<file path="src/rtl/ad9361_tx_burst_pad.sv">
`default_nettype none
// ============================================================================
// Module      : ad9361_tx_burst_pad
// Description : Turns a bursty ready/valid/last I/Q stream into a contiguous
//               DAC-rate stream for one AD9361 TX channel. Each burst gets
//               NUM_PAD_SAMPS leading zeros and NUM_TAIL_SAMPS trailing zeros.
//               Idle and underrun slots are filled with zeros.
// Ports       : clk, rst_n              - core clock, async active-low reset
//               dac_strobe              - one pulse per DAC sample slot
//               s_valid/s_ready/s_last  - upstream handshake (s_ready comb.)
//               s_data_i/s_data_q       - upstream 12-bit I/Q
//               valid_out               - pulse: output sample updated
//               data_i_out/data_q_out   - registered TX sample
//               tx_active               - high while not idle
//               underrun, underrun_clr  - sticky underrun flag and its clear
// Revision    : 1.0 - initial release
// ============================================================================
module ad9361_tx_burst_pad #(
  parameter int NUM_PAD_SAMPS  = 7,
  parameter int NUM_TAIL_SAMPS = 7,
  parameter int CNT_WIDTH      = 8
) (
  input  logic        clk,
  input  logic        rst_n,
  input  logic        dac_strobe,
  input  logic        s_valid,
  output logic        s_ready,
  input  logic [11:0] s_data_i,
  input  logic [11:0] s_data_q,
  input  logic        s_last,
  output logic        valid_out,
  output logic [11:0] data_i_out,
  output logic [11:0] data_q_out,
  output logic        tx_active,
  output logic        underrun,
  input  logic        underrun_clr
);

  typedef enum logic [1:0] {
    S_IDLE     = 2'd0,
    S_PRE_PAD  = 2'd1,
    S_DATA     = 2'd2,
    S_POST_PAD = 2'd3
  } state_t;

  // Terminal counter values; only reached when the matching pad count is
  // non-zero, so the zero-pad case never compares against them.
  localparam logic [CNT_WIDTH-1:0] c_pad_last  =
    (NUM_PAD_SAMPS  > 0) ? CNT_WIDTH'(NUM_PAD_SAMPS  - 1) : '0;
  localparam logic [CNT_WIDTH-1:0] c_tail_last =
    (NUM_TAIL_SAMPS > 0) ? CNT_WIDTH'(NUM_TAIL_SAMPS - 1) : '0;

  state_t               r_state;
  logic [CNT_WIDTH-1:0] r_cnt;

  assign s_ready   = (r_state == S_DATA) & dac_strobe;
  assign tx_active = (r_state != S_IDLE);

  always_ff @(posedge clk or negedge rst_n) begin
    if (!rst_n) begin
      r_state    <= S_IDLE;
      r_cnt      <= '0;
      valid_out  <= 1'b0;
      data_i_out <= '0;
      data_q_out <= '0;
      underrun   <= 1'b0;
    end else begin
      valid_out <= 1'b0;
      // Clear first so a same-cycle underrun set below takes priority.
      if (underrun_clr) begin
        underrun <= 1'b0;
      end
      if (dac_strobe) begin
        case (r_state)
          S_IDLE: begin
            data_i_out <= '0;
            data_q_out <= '0;
            // The waiting sample is left upstream; it is consumed in DATA.
            if (s_valid) begin
              r_cnt   <= '0;
              r_state <= (NUM_PAD_SAMPS == 0) ? S_DATA : S_PRE_PAD;
            end
          end
          S_PRE_PAD: begin
            valid_out  <= 1'b1;
            data_i_out <= '0;
            data_q_out <= '0;
            if (r_cnt == c_pad_last) begin
              r_cnt   <= '0;
              r_state <= S_DATA;
            end else begin
              r_cnt <= r_cnt + 1'b1;
            end
          end
          S_DATA: begin
            valid_out <= 1'b1;
            if (s_valid) begin
              data_i_out <= s_data_i;
              data_q_out <= s_data_q;
              if (s_last) begin
                r_cnt   <= '0;
                r_state <= (NUM_TAIL_SAMPS == 0) ? S_IDLE : S_POST_PAD;
              end
            end else begin
              // Keep the DAC fed with zeros; the burst continues until s_last.
              data_i_out <= '0;
              data_q_out <= '0;
              underrun   <= 1'b1;
            end
          end
          S_POST_PAD: begin
            valid_out  <= 1'b1;
            data_i_out <= '0;
            data_q_out <= '0;
            if (r_cnt == c_tail_last) begin
              r_cnt   <= '0;
              r_state <= S_IDLE;
            end else begin
              r_cnt <= r_cnt + 1'b1;
            end
          end
          default: begin
            r_state <= S_IDLE;
            r_cnt   <= '0;
          end
        endcase
      end
    end
  end

endmodule
`default_nettype wire

</file>
<file path="config.mk">
export PLATFORM = sky130hd
export DESIGN_NAME = ad9361_tx_burst_pad
export DESIGN_NICKNAME = d
export VERILOG_FILES = /design/src/rtl/ad9361_tx_burst_pad.sv
export SDC_FILE = /design/constraint.sdc
export NUM_CORES = 1
export LEC_CHECK = 0
export CAP_MARGIN = 0
export CORE_MARGIN = 8
export CORE_UTILIZATION = 48
export DETAILED_ROUTE_END_ITERATION = 8
export PLACE_DENSITY = 0.87
export SLEW_MARGIN = 20
export SYNTH_ARGS = -nofsm -noshare
export SYNTH_HDL_FRONTEND = slang
export SYNTH_SLANG_ARGS = --single-unit
</file>
<file path="constraint.sdc">
create_clock -name clk -period 5.01 [get_ports clk]
set_input_delay 1.002 -clock clk [delete_from_list [all_inputs] [get_ports clk]]
set_output_delay 1.002 -clock clk [all_outputs]
set_load 0.02 [all_outputs]
</file>
==> summary.md <==
| Metric | Value |
|---|---|
| Post-synth top flop | dfrtp_1 |
| Detailed-router iteration count before antenna repair | 4 |
| Syn_area_per_cell | 9.47 um^2 |
| Mapped Area | 1660 um^2 |
| GRT Util Overall | about 15% |
| CORE AREA | 3340 um^2 |
| CP Cell Sequence | clkdlybuf4s50_1, buf_4, nand2_1, inv_1, clkdlybuf4s50_1 |
| Slowest stage delay, CP | ~600 ps |
| Top cells by area, synth | dfrtp_1 54%, o21ai_0 8.5%, inv_1 7.3% |
| Bufs and invs on worst path | 4 |
| Aggregate global routing overflow | 0 |
| Synth Net Count | 213 |
| Initial antenna violation count | 0 |
| # port buffers | between 50 and 60 |
| Clock tree from TritonCTS | done |
| Share of layout cells above drive strength 1 | around 7% |
| CP arrival | 2490 ps |
| CTS Buf Count | 5 |
| Yosys warning count | 0 |
| Critical Path Fanout Max | 29 |
| ANT nets after route | 0 |
| H-Tree Depth | 2 |
| Synth-to-layout area growth | 41.0% |
| Seq cells post-synth | 36 |
| Post-synth EDFFs | 0 |
| Vias in the first global route | 1343 |
| Commonest cells after routing, fill and taps aside | 56 x clkdlybuf4s50_1, 36 x dfrtp_1, 32 x inv_1, 29 x nand2_1, 28 x o21ai_0 |
| Clock Sinks | 36 |
| Overall Power | 0.932 mW |
| Met2 Use GR | between 20 and 25% |
| Critical Setup Path Class | input pin to output port |
| Min Tclk post-route | 3500 ps |
| Total die area | 5590 um^2 |
| GR peak layer | met2 |
| DP Area | 2260 um^2 |
| Initial core utilization | 49.6% |
| Post-route clock period utilization | 69.8% |
| Final instance area | 2340 um^2 |
| Hold WC Path Type | register to register |
| CP max-delay cell | clkdlybuf4s50_1 |
| Slew headroom | 44.9% |
| Post-CTS sizing | 0 |
| # Post-CTS Setup Buffers | 0 |
| Wire length of the first global-routing pass | 6160 um |
| Grt met1 use | 16.5% |
| Top delay family on crit path | buffers and inverters |
| Post-Route WL | around 3900 um |
| Yosys cell types | 30 |
| ANT cells | 0 |
| Commonest non-fill, non-tap cell in the layout | clkdlybuf4s50_1 |
| CTS max path bufs | 2 |
| Peak VDD IR | about 0.00023 V |
| Asr flop ratio synth | 100% |
| Hold Buf Count CTS | 0 |
| CP dominant cell by count | clkdlybuf4s50_1 |
| Pin count of the biggest net entering global routing | 37 |
| Nets | 271 |
| Max-capacitance violation count | 0 |
| WP data required | 4010 ps |
| I/O pin cnt | 58 |
| RSZ-0062 raised after global routing | no |
| Reg clk slew, reported paths | 110 ps |
| Leakage | between 0.9 and 1 nW |
| Root buf cell | clkbuf_4 |
| Final setup fails | 0 |
| Max-slew violation count | 0 |
| Status | finished clean |
| Hpwl dp | 2830 um |
| Die Span X | about 75 um |
| Setup_tns | 0 ps |
| Die Ht | 74.7 um |
| Yosys top cell area share | 54.4% |
| Detailed-route via count | 1337 |
| Setup crit start kind | input pin |
| Crit. End Element | output port |
| Cells after synthesis | 175 |
| DR WL/cell | 13.8 um |
| Row count | 21 |
| DRT iter0 DRCs | roughly 110 |
| M3 GR Usage | about 4.7% |
| Final hold vios | 0 |
| Post-synth top area cell | dfrtp_1 |
| Tightest Pin Transition | 826 ps |
| DRC Markers | 0 |
| PD cells | 399 nW/um^2 |
| Fmax | around 290 MHz |
| Seq/Total Area, Yosys | 54.4% |
| Clock skew | 7.26 ps |
| Post-DR vias/cell | 4.78 |
| Final Wtd Congestion | roughly 0.8 |
| Clock Latency Late Sink | 340 ps |
-- layer usage --
layer	up-vias	part of all wire [%]	wire length [um]
met5	-	0	0
met1	612	41	1600
met4	0	1.0	40
met3	4	7.5	288
li1	676	-	-
met2	45	50	1930
-- tightest hold or removal path: stages (launching register included) --
cell and delay (ps):
dfrtp_1 390, inv_1 50, o21ai_0 60
-- through the flow --
step	worst slack [ps]	cells	util, %	hold slack [ps]
after floorplan	2640	175	-	512
after global placement	1520	272	67.6	507
after detailed placement	1510	272	67.6	515
after CTS	1510	280	70.0	531
after global routing	1430	280	70.0	551
final	1510	280	70.0	524
-- cells in the mapped netlist, drive strengths merged (2+ instances only) --
library cell and n:
inv 32, dfrtp 36, nand3 2, buf 4, nor2 4, nor3b 2
a21oi 7, o22ai 2, nand2 29, o31ai 2, or3 3, clkbuf 3
ha 8, o21ai 28
-- final cells by class --
cell class	count	area [um^2]
clock buffers	5	37.5
clock inverters	3	42.5
fillers	257	1000
inverters	32	120
multi-input cells	100	604
flip-flops and latches	36	901
well taps	46	57.6
repair buffers	58	573
-- path summary, 6_finish.rpt --
kind	from	to	slack, ps	depth (start not counted)
setup / recovery	dac_strobe	s_ready	1510	5
hold / removal	data_q_out[3]	data_q_out[3]	520	2
setup reg to reg	r_state[0]	r_state[1]	2990	6
hold reg to reg	data_q_out[3]	data_q_out[3]	520	2
max in group asynchronous	rst_n	valid_out	3780	1
min in group asynchronous	rst_n	r_cnt[6]	730	1
-- cell families (layout without fill, tap and decap cells) --
group | count (synthesis) | in the layout | synth area share [%]
and+or+nand+nor | 48 | 48 | 14.8
AOI/OAI and AO/OA | 42 | 42 | 14.3
adders and majority gates | 8 | 8 | 6.04
DFF | 36 | 36 | 54.4
muxes | 2 | 2 | 1.28
buffers and inverters | 39 | 98 | 9.14
-- registers in the layout, indices dropped and copies added (netlist names) --
name and count:
r_state 2, data_i_out 12, valid_out 1, data_q_out 12
underrun 1, r_cnt 8
-- where the power goes --
part,total [mW],internal [mW],switching (mW)
sequential,0.381,0.341,0.0391
combinational,0.350,0.158,0.192
clock,0.202,0.104,0.0980
total,0.932,0.603,0.329
No activity file was read; power rests on OpenSTA's default activity.
